`config.mk`:
```
export PLATFORM = sky130hd
export DESIGN_NAME = normalize_unit
export DESIGN_NICKNAME = d
export VERILOG_FILES = /design/src/rtl/normalize_unit.sv
export SDC_FILE = /design/constraint.sdc
export NUM_CORES = 1
export LEC_CHECK = 0
export ABC_AREA = 1
export BUFFER_PORTS_ARGS = -buffer_cell sky130_fd_sc_hd__buf_2
export CORE_MARGIN = 2
export CORE_UTILIZATION = 45
export CTS_CLUSTER_SIZE = 16
export DETAILED_ROUTE_END_ITERATION = 10
export HOLD_SLACK_MARGIN = 0.12
export SLEW_MARGIN = 20
export SYNTH_ARGS = -nofsm -noshare
export SYNTH_HDL_FRONTEND = slang
export SYNTH_SLANG_ARGS = --single-unit
```
`constraint.sdc`:
```
create_clock -name clk -period 5.3 [get_ports clk]
set_input_delay 0.265 -clock clk [delete_from_list [all_inputs] [get_ports clk]]
set_output_delay 0.265 -clock clk [all_outputs]
set_load 0.01 [all_outputs]
```
`src/rtl/normalize_unit.sv`:
```
// rtl/normalize_unit.sv - 32-bit leading/trailing zero normalizer, 5-step binary shift search
module normalize_unit (
    input  logic        clk,
    input  logic        rst_n,
    input  logic        in_valid,
    output logic        in_ready,
    input  logic [31:0] in_data,
    input  logic        in_mode,
    output logic        out_valid,
    input  logic        out_ready,
    output logic [31:0] out_data,
    output logic [5:0]  out_shift,
    output logic        out_zero
);

    typedef enum logic [1:0] {
        IDLE = 2'd0,
        RUN  = 2'd1,
        DONE = 2'd2
    } state_t;

    state_t      state_q, state_d;
    logic [31:0] work_q, work_d;
    logic [5:0]  count_q, count_d;
    logic        zero_q, zero_d;
    logic [2:0]  step_q, step_d;
    logic        mode_q, mode_d;

    logic [5:0]  step_amt;
    logic [31:0] hi_mask;
    logic [31:0] lo_mask;
    logic        step_hit;
    logic        last_zero;

    always_ff @(posedge clk or negedge rst_n) begin
        if (!rst_n) begin
            state_q <= IDLE;
            work_q  <= 32'd0;
            count_q <= 6'd0;
            zero_q  <= 1'b0;
            step_q  <= 3'd0;
            mode_q  <= 1'b0;
        end else begin
            state_q <= state_d;
            work_q  <= work_d;
            count_q <= count_d;
            zero_q  <= zero_d;
            step_q  <= step_d;
            mode_q  <= mode_d;
        end
    end

    always_comb begin
        state_d = state_q;
        case (state_q)
            IDLE:    if (in_valid) state_d = RUN;
            RUN:     if (step_q == 3'd4) state_d = DONE;
            DONE:    if (out_ready) state_d = IDLE;
            default: state_d = IDLE;
        endcase
    end

    always_comb begin
        step_amt = 6'd0;
        case (step_q)
            3'd0:    step_amt = 6'd16;
            3'd1:    step_amt = 6'd8;
            3'd2:    step_amt = 6'd4;
            3'd3:    step_amt = 6'd2;
            3'd4:    step_amt = 6'd1;
            default: step_amt = 6'd0;
        endcase
    end

    // Steps only reach 31 in total; an all-zero operand earns one extra count on the last step.
    always_comb begin
        hi_mask   = ~(32'hFFFF_FFFF >> step_amt);
        lo_mask   = ~(32'hFFFF_FFFF << step_amt);
        step_hit  = mode_q ? ((work_q & lo_mask) == 32'd0) : ((work_q & hi_mask) == 32'd0);
        last_zero = (step_q == 3'd4) && zero_q;
    end

    always_comb begin
        work_d  = work_q;
        count_d = count_q;
        zero_d  = zero_q;
        step_d  = step_q;
        mode_d  = mode_q;
        case (state_q)
            IDLE: begin
                if (in_valid) begin
                    work_d  = in_data;
                    mode_d  = in_mode;
                    count_d = 6'd0;
                    zero_d  = (in_data == 32'd0);
                    step_d  = 3'd0;
                end
            end
            RUN: begin
                step_d = step_q + 3'd1;
                if (step_hit) begin
                    work_d  = mode_q ? (work_q >> step_amt) : (work_q << step_amt);
                    count_d = count_q + step_amt + {5'd0, last_zero};
                end
            end
            default: ;
        endcase
    end

    always_comb begin
        in_ready  = (state_q == IDLE);
        out_valid = (state_q == DONE);
        out_data  = work_q;
        out_shift = count_q;
        out_zero  = zero_q;
    end

endmodule

```
==> reports/results.tsv <==
metric	value	unit
required	5.46	ns
io_buffers	77	
start_util	45.66	%
cp_slowest_stage_delay	0.45	ns
worst_pin_slew	0.8204	ns
worstRegToRegCells	15	
finalNetCount	1221	
synthFlopType	dfrtp_1	
synth_top_area_share	24.15	%
seq_area	1126	µm²
regToRegEndpoint	out_data[15]	
ant_nets	0	
grt.overflow.total	0	
rsz0062_at_grt	no	
grt_pass1_wl	43.66	mm
fin_skew	0.009151	ns
synth_area_leaders	nand2_1, dfrtp_1, nand3_1	
max_freq	281.0	MHz
cts_hold_buf	0	
dr.pass1.iters	6	
yosysWarningCount	0	
path_clk_slew	0.07	ns
path_max_fanout	44	
synthesis.nets	1194	
post-cts-setup-buffers	0	
setup_tns	0	ns
row_count	43	
synth_edf_count	0	
cap_violations	0	
crit_chain	inv_1 -> ha_1 -> nand2_2 -> nand2_2 -> a21oi_2 -> nor2_1 -> nand2_1 -> nand3_1 -> nor2_1 -> nand3_1 -> nand3_2 -> buf_4 -> nand2_4 -> nand2_1 -> o21ai_1	
hold_violations	0	
gp_congestion	1.032	
slew_violations	0	
vias_per_cell	6.095	
synth.distinct_cells	40	
avgSynthCellArea	5.457	µm²
grt_use_total	39.68	%
layout-drive-gt1-share	11.05	%
finalCriticalPeriod	3.559	ns
yosysTopAreaCell	nand2_1	
antenna_found_initial	2	
cts_resized	0	
outcome	complete, no violations	
clk_latency	0.30	ns
boundaryPins	78	
synth_most_common_cell	nand2_1	
cts-root-buf	clkbuf_16	
yosysSeqAreaShare	17.97	%
die-height	122.0	µm
hold_class	in -> reg	
setup_viol	0	
endpoint_kind	register	
grt_max_degree	87	
startpoint_type	register	
numCtsBuffers	5	
syn_to_final_growth	8.568	%
drt-initial-drc-count	1189	
htree_num_levels	2	
routed-via-count	8271	
die-area	14880	µm²
crit_start	step_q[0]	
drcViolationCount	0	
fp.dieW	122.0	µm
clock_tree.buffer_depth	2	
dp_hpwl	22.60	mm
core-area	13720	µm²
multi_input_comb_area	4414	µm²
clock_sinks	45	
worstReg2RegStart	step_q[0]	
critPathCapture	out_data[15]	
grt_pass1_vias	7174	
ys_ff_latch	45	
wirelength	29.57	mm
fin_crit_sh	67.15	%
synth_cells	1148	
synth_common_cells	nand2_1, nand3_1, o21ai_0	
slowest_stage	a21oi_2	
maxSlewHeadroom	45.24	%
critPathKind	reg -> reg	
crit_arrival	3.72	ns
async_flop_share	100.0	%
cts_tree	done	
post_drt_wl_per_cell	21.79	µm
fillers	1583	
synth_area	6265	µm²
r2r_setup_slack	1.74	ns
-- metrics by stage --
step / setup WS (ns) / util [%] / instances / hold slack (ns) / cell area [µm²]
after floorplan: 2.629 / - / 1148 / -0.03059 / 6265
after global placement: 1.814 / 48.31 / 1347 / 0.4783 / 6628
after detailed placement: 1.858 / 48.31 / 1347 / 0.4620 / 6628
after CTS: 1.839 / 49.45 / 1355 / 0.1516 / 6784
after global routing: 1.479 / 49.56 / 1356 / 0.1591 / 6799
final: 1.741 / 49.58 / 1357 / 0.1510 / 6802
-- area by class of cell --
type / instances / share of cell area [%]
tap: 180 / 3.311
antenna: 1 / 0.03679
sequential: 45 / 16.56
clock inverter: 2 / 0.2575
clock buffer: 6 / 2.042
inverter: 95 / 5.280
multi-input combinational: 934 / 64.90
timing repair buffer: 94 / 7.616
-- cell families after synthesis --
logic type / Yosys count / share of synthesized area (%)
compound gates: 225 / 20.37
fa+ha+maj: 9 / 1.917
buf+inv: 169 / 11.68
flops: 45 / 17.97
simple gates: 700 / 48.05
-- state kept, by name, summed over array words and instances, names as in the netlist --
name and flops:
out_zero 1, mode_q 1, state_q 2, step_q 3, out_shift 6, out_data 32
-- cell usage in the layout (no fill, tap or decap), drive strengths merged, types with 11 or more instances in the layout --
| cell | n |
|---|---|
| a21oi | 28 |
| buf | 93 |
| dfrtp | 45 |
| inv | 95 |
| nand2 | 412 |
| nand3 | 166 |
| nand3b | 11 |
| nand4 | 16 |
| nor2 | 73 |
| o211ai | 22 |
| o21a | 11 |
| o21ai | 144 |
| o22ai | 11 |
-- layer usage --
layer	wire length, µm	part of all wire, %	GRT usage [%]	vias up
met4	1806	6.1	18.97	0
met5	0	0	0	-
li1	-	-	-	3864
met2	11980	41	57.58	591
met3	3643	12	8.848	107
met1	12140	41	55.48	3709
-- worst max-delay path, delay by kind of cell (launching register included) --
kind,cells,cell delay (ns)
flops,1,0.42
fa+ha+maj,1,0.34
buf+inv,2,0.40
compound gates,2,0.52
simple gates,10,1.71
-- how the worst min path moves through the flow --
stage / start / end / slack, ns / depth (start not counted)
final: out_ready / state_q[1] / 0.15 / 2
after global routing: out_ready / state_q[1] / 0.16 / 2
after floorplan: rst_n / mode_q / -0.03 / 0
after CTS: out_ready / state_q[1] / 0.15 / 2
after global placement: out_ready / state_q[1] / 0.48 / 2
after detailed placement: out_ready / state_q[1] / 0.46 / 2
Power is left out: the tool's default activity adds up to more than one toggle a clock period on the data nets, which glitch-free logic cannot reach.
